`config.mk`:
```
export PLATFORM = sky130hd
export DESIGN_NAME = periph_responder
export DESIGN_NICKNAME = d
export VERILOG_FILES = /design/src/rtl/periph_responder.sv
export SDC_FILE = /design/constraint.sdc
export NUM_CORES = 1
export LEC_CHECK = 0
export CELL_PAD_IN_SITES_DETAIL_PLACEMENT = 1
export CELL_PAD_IN_SITES_GLOBAL_PLACEMENT = 2
export CORE_MARGIN = 4
export CORE_UTILIZATION = 29
export DETAILED_ROUTE_END_ITERATION = 6
export GPL_TIMING_DRIVEN = 0
export PLACE_DENSITY = 0.81
export SLEW_MARGIN = 10
export SYNTH_ARGS = -nofsm -noshare
export SYNTH_HDL_FRONTEND = slang
export SYNTH_SLANG_ARGS = --single-unit
```
`constraint.sdc`:
```
create_clock -name clk -period 2.4 [get_ports clk]
set_clock_uncertainty 0.05 [all_clocks]
set_input_delay 0.48 -clock clk [delete_from_list [all_inputs] [get_ports clk]]
set_output_delay 0.48 -clock clk [all_outputs]
set_load 0.005 [all_outputs]
```
`src/rtl/periph_responder.sv`:
```
// Memory-mapped peripheral responder: I/O port, button, SPI master, tick counter.
// Define PERIPH_TICKS_EN to build the free-running TICKS counter at offset 0x10.
module periph_responder #(
  parameter logic [15:0] BASE_ADDR     = 16'h8000,
  parameter logic [7:0]  SPI_DIV_RESET = 8'd3
) (
  input  logic        clk,
  input  logic        reset_n,
  input  logic [15:0] address,
  input  logic [31:0] data_in,
  input  logic [3:0]  write_mask,
  input  logic        bus_enable,
  input  logic        write_enable,
  output logic [31:0] data_out,
  output logic        hit,
  output logic [3:0]  ioport,
  input  logic        button_0,
  output logic        spi_clk,
  output logic        spi_mosi,
  input  logic        spi_miso
);

  typedef enum logic [1:0] {IDLE, LOW, HIGH, DONE} spi_state_e;

  spi_state_e  state, state_d;
  logic        sel, wr, wr_q, start, busy;
  logic [2:0]  idx;
  logic [1:0]  btn_sync;
  logic [7:0]  divisor, rx_byte, rx_d;
  logic [7:0]  shift_q, shift_d, hcnt_q, hcnt_d;
  logic [2:0]  bcnt_q, bcnt_d;
  logic        miso_q, miso_d, spi_clk_d, spi_mosi_d;
  logic [31:0] ticks, rdata;
  logic        unused;

  assign sel    = bus_enable && (address[15:8] == BASE_ADDR[15:8]);
  assign idx    = address[4:2];
  assign wr     = sel && write_enable;
  assign busy   = (state != IDLE);
  // CPU holds write strobes for several edges; only the leading edge starts SPI
  assign start  = wr && !wr_q && (idx == 3'd2) && !write_mask[0];
  assign unused = ^{address[7:5], address[1:0], data_in[31:16], write_mask[3:2]};

`ifdef PERIPH_TICKS_EN
  always_ff @(posedge clk or negedge reset_n)
    if (!reset_n) ticks <= '0;
    else          ticks <= ticks + 32'd1;
`else
  assign ticks = '0;
`endif

  always_comb begin
    rdata = '0;
    case (idx)
      3'd0: rdata[3:0]  = ioport;
      3'd1: rdata[0]    = ~btn_sync[1];
      3'd2: rdata[7:0]  = rx_byte;
      3'd3: begin
        rdata[0]    = busy;
        rdata[15:8] = divisor;
      end
      3'd4: rdata = ticks;
      default: rdata = '0;
    endcase
  end

  always_ff @(posedge clk or negedge reset_n) begin
    if (!reset_n) begin
      data_out <= '0;
      hit      <= 1'b0;
      wr_q     <= 1'b0;
      ioport   <= '0;
      divisor  <= SPI_DIV_RESET;
      btn_sync <= 2'b11;
    end else begin
      hit      <= sel;
      wr_q     <= wr;
      btn_sync <= {btn_sync[0], button_0};
      if (sel && !write_enable)                    data_out <= rdata;
      if (wr && idx == 3'd0 && !write_mask[0])     ioport   <= data_in[3:0];
      if (wr && idx == 3'd3 && !write_mask[1])     divisor  <= data_in[15:8];
    end
  end

  // miso is captured on the rising edge and shifted in on the following
  // falling edge, so untransmitted data bits are never overwritten.
  always_comb begin
    state_d    = state;
    shift_d    = shift_q;
    hcnt_d     = hcnt_q;
    bcnt_d     = bcnt_q;
    miso_d     = miso_q;
    spi_clk_d  = spi_clk;
    spi_mosi_d = spi_mosi;
    rx_d       = rx_byte;
    case (state)
      IDLE: if (start) begin
        shift_d    = data_in[7:0];
        bcnt_d     = 3'd7;
        hcnt_d     = divisor;
        spi_clk_d  = 1'b0;
        spi_mosi_d = data_in[7];
        state_d    = LOW;
      end
      LOW: if (hcnt_q == 8'd0) begin
        spi_clk_d = 1'b1;
        miso_d    = spi_miso;
        hcnt_d    = divisor;
        state_d   = HIGH;
      end else hcnt_d = hcnt_q - 8'd1;
      HIGH: if (hcnt_q == 8'd0) begin
        spi_clk_d = 1'b0;
        shift_d   = {shift_q[6:0], miso_q};
        hcnt_d    = divisor;
        if (bcnt_q == 3'd0) state_d = DONE;
        else begin
          spi_mosi_d = shift_q[6];
          bcnt_d     = bcnt_q - 3'd1;
          state_d    = LOW;
        end
      end else hcnt_d = hcnt_q - 8'd1;
      DONE: begin
        rx_d       = shift_q;
        spi_mosi_d = 1'b0;
        state_d    = IDLE;
      end
      default: state_d = IDLE;
    endcase
  end

  always_ff @(posedge clk or negedge reset_n) begin
    if (!reset_n) begin
      state    <= IDLE;
      shift_q  <= '0;
      hcnt_q   <= '0;
      bcnt_q   <= '0;
      miso_q   <= 1'b0;
      spi_clk  <= 1'b0;
      spi_mosi <= 1'b0;
      rx_byte  <= '0;
    end else begin
      state    <= state_d;
      shift_q  <= shift_d;
      hcnt_q   <= hcnt_d;
      bcnt_q   <= bcnt_d;
      miso_q   <= miso_d;
      spi_clk  <= spi_clk_d;
      spi_mosi <= spi_mosi_d;
      rx_byte  <= rx_d;
    end
  end

endmodule

```
# Word-level counts from Yosys, hierarchy flattened
# Index checks and enable logic that the tools add are counted.
[op_classes]
add_sub_neg = 2
n_mul = 0
div_mod_pow = 0
magnitude_cmp = 0
eq_ne = 11
shift = 0
muxes = 27
n_bitwise = 1
reduce_logical = 31
[ops]
columns = ["operator", "n"]
rows = [
  ["two-way mux 8 bit", 5],
  ["one-hot mux 8 bit (2 select lines)", 2],
  ["one-hot mux 3 bit (2 select lines)", 2],
  ["AND reduction 4 bit", 3],
  ["logical AND 1 bit", 10],
  ["two-way mux 3 bit", 3],
  ["== test 8 bit, second input constant", 1],
  ["zero test 8 bit", 1],
  ["two-way mux 2 bit", 4],
  ["inequality test 2 bit, second input constant", 4],
  ["one-hot mux 2 bit (4 select lines)", 1],
  ["subtractor 8 x 1 -> 8 bit, second input constant", 1],
  ["== test 3 x 2 -> 1 bit, second input constant", 2],
  ["zero test 3 bit", 2],
  ["two-way mux 1 bit", 6],
  ["one-hot mux 1 bit (3 select lines)", 2],
  ["AND reduction 3 bit", 2],
  ["nonzero test 2 bit", 3],
  ["nonzero test 3 bit", 2],
  ["== test 2 bit, second input constant", 2],
  ["zero test 1 bit", 4],
  ["two-way mux 4 bit", 1],
  ["one-hot mux 1 bit (4 select lines)", 1],
  ["AND reduction 2 bit", 2],
  ["other kinds (6)", 6],
]
[totals]
register_bits = 64
latch_bits = 0
ram_bits = 0
rom_bits = 0
inputBits = 58
output_inout_bits = 39
elab_cells = 86
n_memories = 0

# Depth between registers and ports, before layout
# Gate-level depths: netlist (run 1).
[logic_depth]
ltp_word = 8
mapped_depth = 9
mapped_depth_nobuf = 7

# Least setup slack after synthesis (run 1)
# Ideal clock, no wire load.
[synth_timing]
kind = "reg2reg"
start = "register hcnt_q[0]"
end = "register spi_mosi"
setup_ns = 0.128
t_arrival_ns = 1.926
t_required_ns = 2.222
slack_ns = 0.296
stages_incl_launch_ff = 8
synth_period_minus_slack_ns = 2.104
cell_sequence = "dfrtp_1 inv_1 ha_1 nor3b_1 nand2_1 o21a_1 nor3_1 mux2_1"
[synth_via]
elab_chain_len = 3
[synth_rtl]
columns = ["element", "line_no", "text"]
rows = [
  ["start, declared", "30", "logic [7:0] shift_q, shift_d, hcnt_q, hcnt_d;"],
  ["start signal, assigned", "144", "hcnt_q <= hcnt_d;"],
  ["zero test 8 bit", "111", "HIGH: if (hcnt_q == 8'd0) begin"],
  ["inequality test 2 bit (no source line)", "-", ""],
  ["AND reduction 4 bit (no source line)", "-", ""],
  ["end signal, assigned", "148", "spi_mosi <= spi_mosi_d;"],
  ["end, declared", "19", "output logic spi_mosi,"],
]
# No other way between the ends.
# A chain may end at the register's enable or synchronous reset.

# Worst setup path after layout (run 1)
[layout_timing]
start = "input port address[10]"
end = "register ioport[3]"
[layout_via]
elab_chain_len = 5
[layout_rtl]
columns = ["element", "line_no", "text"]
rows = [
  ["start, declared", "9", "input logic [15:0] address,"],
  ["== test 8 bit", "36", "assign sel = bus_enable && (address[15:8] == BASE_ADDR[15:8]);"],
  ["logical AND 1 bit", "36", ""],
  ["logical AND 1 bit", "38", "assign wr = sel && write_enable;"],
  ["logical AND 1 bit (2 in a row)", "80", "if (wr && idx == 3'd0 && !write_mask[0]) ioport <= data_in[3:0];"],
  ["end signal, assigned", "80", ""],
  ["end, declared", "16", "output logic [3:0] ioport,"],
]
# No other way between the ends.

==> out/metrics.csv, run 1 <==
metric,value,unit
status,"complete, no violations",
setup_tns,0,ns
min_path_type,reg -> reg,
clockRootBuffer,clkbuf_16,
cts_buffer_depth,2,
pwr_density_cell,1030,nW/um^2
leakagePower,0.00194,uW
antenna_cells,0,
period_minus_slack,2.31,ns
port-buffer-count,55,
syn_to_final_growth,36.2,%
post-place-ws,-0.397,ns
groute.usage.overall,14.4,%
drt_first_pass_iters,4,
pin_count,97,
dp_hpwl,6720,um
cts_tree,built,
initial_utilization,30.0,%
die_area,13100,sq um
clk_latency,0.34,ns
cap_violations,0,
ant_nets,0,
cts_sinks,64,
synth_area_per_cell,10.5,sq um
worstPathRequired,2.57,ns
instances_no_fill,543,
grt_max_degree,54,
rows,38,
die_w,115,um
crit_path_start,address[10],
hold_viol_final,0,
cts_made_buffers,9,
htreeDepth,3,
crit_family,simple AND/OR/NAND/NOR gates,
wl_per_cell,16.6,um
ys.flop_type,dfrtp_1,
synth_edf_count,0,
fin_area,4480,sq um
cp-start-kind,input port,
hold_start,btn_sync[0],
routed_wl,9020,um
crit_path_cell_trace,clkdlybuf4s50_1 > nor4_4 > nand4_2 > or4_4 > buf_6 > mux2_4,
slew_headroom,59.8,%
use_met2,24.2,%
synthCells,312,
top_usage_layer,met2,
slew_violations,0,
finalSetupViolations,0,
grt_pass1_wl,14400,um
vdd_drop_max,0.641,mV
cp_slowest_cell,or4_4,
tightest_slew,0.604,ns
first_iter_violations,81,
core_area,11000,sq um
grt_pass1_vias,2725,
antenna_found_initial,0,
clkTransAtPathRegs,0.06,ns
vias_per_cell,4.75,
synth.distinct_cells,56,
critPathArrivalTime,2.49,ns
yosys_warnings,0,
fin_nets,464,
syn-cell-area,3290,sq um
r2r_start,state[0],
drc,0,
ys_seq_area_share,48.8,%
critPathMaxStageDelay,0.46,ns
dr_total_vias,2579,
end_kind,register,
fmax,432,MHz
fin_crit_sh,96.4,%
die_h,115,um
synthArstFlopShare,100,%
grt-ovfl-total,0,
ys_ff_latch,64,
fillers,1248,
rsz0062_at_grt,no,
dpl.cell_count,523,
layout-drive-gt1-share,22.1,%
finalWorstSetupSlack,0.0872,ns
cp_max_fo,4,
critPathKind,in -> reg,
use_met1,17.4,%
critPathBufInv,2,
gp_congestion,0.776,
met3_usage,4.07,%
dpl_cell_area,4100,sq um
## per-stage QoR
step	total power [uW]	utilization, %	hold WS, ns
final	4620	40.8	0.312
after global placement	3130	37.1	0.299
after CTS	4590	40.3	0.313
after floorplan	2710	-	0.134
after detailed placement	3210	37.3	0.290
after global routing	4960	40.8	0.318
## cells by family (layout without fill, tap and decap cells)
| family | count (synthesis) | after routing | share of synthesized area, % |
|---|---|---|---|
| simple gates | 95 | 95 | 16.3 |
| flops | 64 | 64 | 48.8 |
| buf+inv | 40 | 116 | 7.19 |
| other cells | 1 | 16 | 0.114 |
| compound gates | 70 | 70 | 12.9 |
| mux | 34 | 34 | 11.6 |
| fa+ha+maj | 8 | 8 | 3.04 |
## cell usage in the layout, fill, tap and decap left out, types with 4 or more instances in the layout
master and n:
o21ai_0 23, ha_1 8, dfrtp_1 60, inv_1 9
clkbuf_16 9, dfstp_2 4, a21oi_1 22, mux2_2 17
conb_1 16, buf_4 23, clkdlybuf4s50_1 53, a31oi_1 4
nand2b_1 4, nand2_1 39, mux2_4 4, nor2_1 17
clkbuf_1 5, mux2i_1 12
## what timing repair did
action,in CTS,in global routing
endpoints found under the hold margin,9,0
hold buffers,1,0
setup endpoints to repair,10,28
gates cloned,0,0
resized for setup,2,8
setup buffers,0,4
pin swaps,0,1
## worst paths after layout
| kind | end | slack, ns | cells after the start |
|---|---|---|---|
| setup / recovery | ioport[3] | 0.09 | 6 |
| hold reg to reg | btn_sync[1] | 0.31 | 0 |
| max in group asynchronous | btn_sync[0] | 1.27 | 3 |
| hold / removal | btn_sync[1] | 0.31 | 0 |
| min in group asynchronous | divisor[4] | 0.48 | 2 |
| setup reg to reg | hcnt_q[2] | 0.24 | 7 |
## cell type report
class	instances	area, sq um	area share (%)
Buffer	29	196	4.38
Clock buffer	9	225	5.03
Clock inverter	7	78.8	1.76
Inverter	10	37.5	0.838
Multi-Input combinational cell	223	1540	34.4
Sequential cell	64	1610	35.9
Tap cell	140	175	3.91
Timing Repair Buffer	61	618	13.8
## flip-flops by register name, indices dropped and copies added (netlist names), 2 cells and up
| signal | flops |
|---|---|
| bcnt_q | 3 |
| data_out | 16 |
| rx_byte | 8 |
| divisor | 8 |
| btn_sync | 2 |
| ioport | 4 |
| state | 2 |
| shift_q | 8 |
| hcnt_q | 8 |
## synth_stat cells, types with 4 or more instances
master,instances,area [sq um]
ha_1,8,100
nand2_1,39,146
nand3_1,4,20.0
nand2b_1,4,25.0
dfrtp_1,60,1500
buf_4,18,135
dfstp_2,4,105
inv_1,9,33.8
clkbuf_1,7,26.3
a21oi_1,23,115
o21ai_0,23,115
a31oi_1,4,25.0
mux2_4,4,60.1
mux2i_1,12,120
mux2_2,17,191
nor2_1,17,63.8
## metal layers
layer / part of all wire, % / routed length (um) / vias up
met5: 0 / 0 / -
met4: 1.7 / 153 / 0
met3: 4.2 / 376 / 13
met2: 51 / 4580 / 55
met1: 43 / 3900 / 1271
li1: - / - / 1240
## worst register-to-register path, delay by kind of cell, from the launching register on
family                   cells  cell delay [ns]
AO/OA/AOI/OAI                3             0.71
buffers and inverters        3             0.61
flip-flops                   1             0.41
adder cells (fa/ha/maj)      1             0.28
## where the power goes
part	switching, uW	internal [uW]	total [uW]
Combinational	961	746	1710
Sequential	235	1350	1580
Clock	521	812	1330
Total	1720	2900	4620
Power figures use the tool's default switching activity.
==> inputs of run 2 (changes only) <==
--- a/config.mk
+++ b/config.mk
@@ -12,7 +12,7 @@
 export DETAILED_ROUTE_END_ITERATION = 6
 export GPL_TIMING_DRIVEN = 0
 export PLACE_DENSITY = 0.81
-export SLEW_MARGIN = 10
+export SLEW_MARGIN = 0
 export SYNTH_ARGS = -nofsm -noshare
 export SYNTH_HDL_FRONTEND = slang
 export SYNTH_SLANG_ARGS = --single-unit
==> out/metrics.csv, run 2 (synthesis results as in run 1) <==
metric,value,unit,change
status,"complete, no violations",,unchanged
min_path_type,in -> async,,was reg -> reg
pin_count,97,,unchanged
hold_viol_final,0,,unchanged
rows,38,,unchanged
post-place-ws,-0.393,ns,was -0.397 ns
layout-drive-gt1-share,21.3,%,was 22.1%
period_minus_slack,2.32,ns,was 2.31 ns
die_h,115,um,unchanged
first_iter_violations,107,,was 81
dr_total_vias,2603,,was 2579
drt_first_pass_iters,4,,unchanged
grt_pass1_vias,2716,,was 2725
clockRootBuffer,clkbuf_16,,unchanged
r2r-end,hcnt_q[2],,unchanged
finalSetupViolations,0,,unchanged
final_common_cell,dfrtp_1,,unchanged
leakagePower,0.00193,uW,was 0.00194 uW
port-buffer-count,55,,unchanged
p_int,2940,uW,was 2900 uW
vdd_drop_max,0.601,mV,was 0.641 mV
cap_violations,0,,unchanged
htreeDepth,3,,unchanged
die_w,115,um,unchanged
rsz0062_at_grt,no,,unchanged
cts_sinks,64,,unchanged
grt-ovfl-total,0,,unchanged
antenna_cells,0,,unchanged
r2r_start,state[0],,unchanged
final_cell_mix,"60 x dfrtp_1, 53 x clkdlybuf4s50_1, 39 x nand2_1",,unchanged
critPathKind,in -> reg,,unchanged
swShare,36.1,%,was 37.2%
vias_per_cell,4.83,,was 4.75
dpl_cell_area,4070,sq um,was 4100 sq um
fmax,431,MHz,was 432 MHz
seq_power_share,34.4,%,was 34.2%
worstPathRequired,2.56,ns,was 2.57 ns
fin_crit_sh,96.7,%,was 96.4%
pwr-share-comb,36.9,%,about the same
dp_hpwl,6630,um,was 6720 um
cp_max_fo,4,,unchanged
slew_violations,0,,unchanged
antenna_found_initial,0,,unchanged
cp-start-kind,input port,,unchanged
cts_tree,built,,unchanged
largest_register,data_out,,unchanged
grt_max_degree,65,,was 54
fin_area,4430,sq um,was 4480 sq um
wl_per_cell,16.6,um,about the same
routed_wl,8960,um,was 9020 um
finalWorstSetupSlack,0.0797,ns,was 0.0872 ns
largest_reg_flops,16,,unchanged
ff_latch_area,1610,sq um,unchanged
fillers,1243,,was 1248
rrSetupSlack,0.22,ns,was 0.24 ns
cts_buffer_depth,2,,unchanged
critPathArrivalTime,2.48,ns,was 2.49 ns
clkTransAtPathRegs,0.05,ns,was 0.06 ns
fin_nets,460,,was 464
initial_utilization,30.0,%,unchanged
die_area,13100,sq um,unchanged
groute.usage.overall,13.9,%,was 14.4%
gp_congestion,0.776,,unchanged
drc,0,,unchanged
r2r_cells,7,,unchanged
tightest_slew,0.817,ns,was 0.604 ns
p_clk_share,28.7,%,was 28.8%
end_kind,register,,unchanged
syn_to_final_growth,34.7,%,was 36.2%
cts_made_buffers,9,,unchanged
clk_latency,0.33,ns,was 0.34 ns
grt_pass1_wl,14200,um,was 14400 um
ant_nets,0,,unchanged
pwr_density_cell,1040,nW/um^2,was 1030 nW/um^2
core_area,11000,sq um,unchanged
slew_headroom,45.6,%,was 59.8%
multi_input_area,1550,sq um,was 1540 sq um
switchingPower,1660,uW,was 1720 uW
[run 2: cell count changes in the layout (fill, tap and decap cells not counted), sizes merged]
cell and change:
inv -2, clkinvlp -2, clkbuf +4, buf -3, dlygate4sd3 -1
[run 2: layout make-up]
| class | instances | area share [%] |
|---|---|---|
| plain buffers | 29 | 4.43 |
| multi-input cells | 223 | 34.9 |
| flip-flops and latches | 64 | 36.2 |
| clock inverters | 3 | 0.960 |
| well taps | 140 | 3.95 |
| inverters | 10 | 0.847 |
| clock buffers | 13 | 5.87 |
| repair buffers | 57 | 12.8 |
[run 2: layer usage]
layer / global-route usage (%) / wire length [um] / vias up
met5: 0 / 0 / -
met4: 3.48 / 83 / 0
met3: 4.49 / 385 / 7
met2: 23.3 / 4530 / 49
met1: 17.4 / 3950 / 1318
li1: - / - / 1229
[run 2: power by group through the flow]
stage	Combinational (uW)	Clock (uW)	Sequential, uW
floorplan	1180	0	1520
global placement	1560	0	1580
detailed placement	1620	0	1590
CTS	1640	1360	1580
global route	1890	1400	1620
finish	1700	1320	1580
[run 2: worst max-delay path: stages]
cell and delay (ns):
clkdlybuf4s50_1 0.45, nor4_4 0.42, nand4_2 0.23, or4_4 0.45
buf_6 0.15, mux2_4 0.29
[run 2: worst max path at each step]
stage	slack (ns)	end	startpoint
floorplan	0.30	spi_mosi	hcnt_q[0]
CTS	0.04	divisor[7]	address[10]
finish	0.08	ioport[2]	address[10]
global route	0.01	spi_mosi	address[10]
detailed placement	-0.39	shift_q[2]	address[4]
global placement	-1.42	spi_mosi	reset_n
[run 2: per-stage QoR]
stage	cells	hold WS, ns	setup TNS (ns)	power (uW)	util [%]
after floorplan	327	0.134	0	2710	-
after global placement	522	0.299	-98.41	3130	37.1
after detailed placement	522	0.305	-12.33	3210	37.1
after CTS	538	0.232	0	4570	39.9
after global routing	539	0.276	0	4910	40.4
final	539	0.208	0	4600	40.4
[run 2: what timing repair did]
action / 4_1_cts / 5_1_grt
hold buffers: 0 / 0
gates resized for setup: 2 / 9
cloned: 0 / 0
buffers inserted: 0 / 2
pin swaps: 0 / 1
endpoints found under the setup margin: 11 / 34
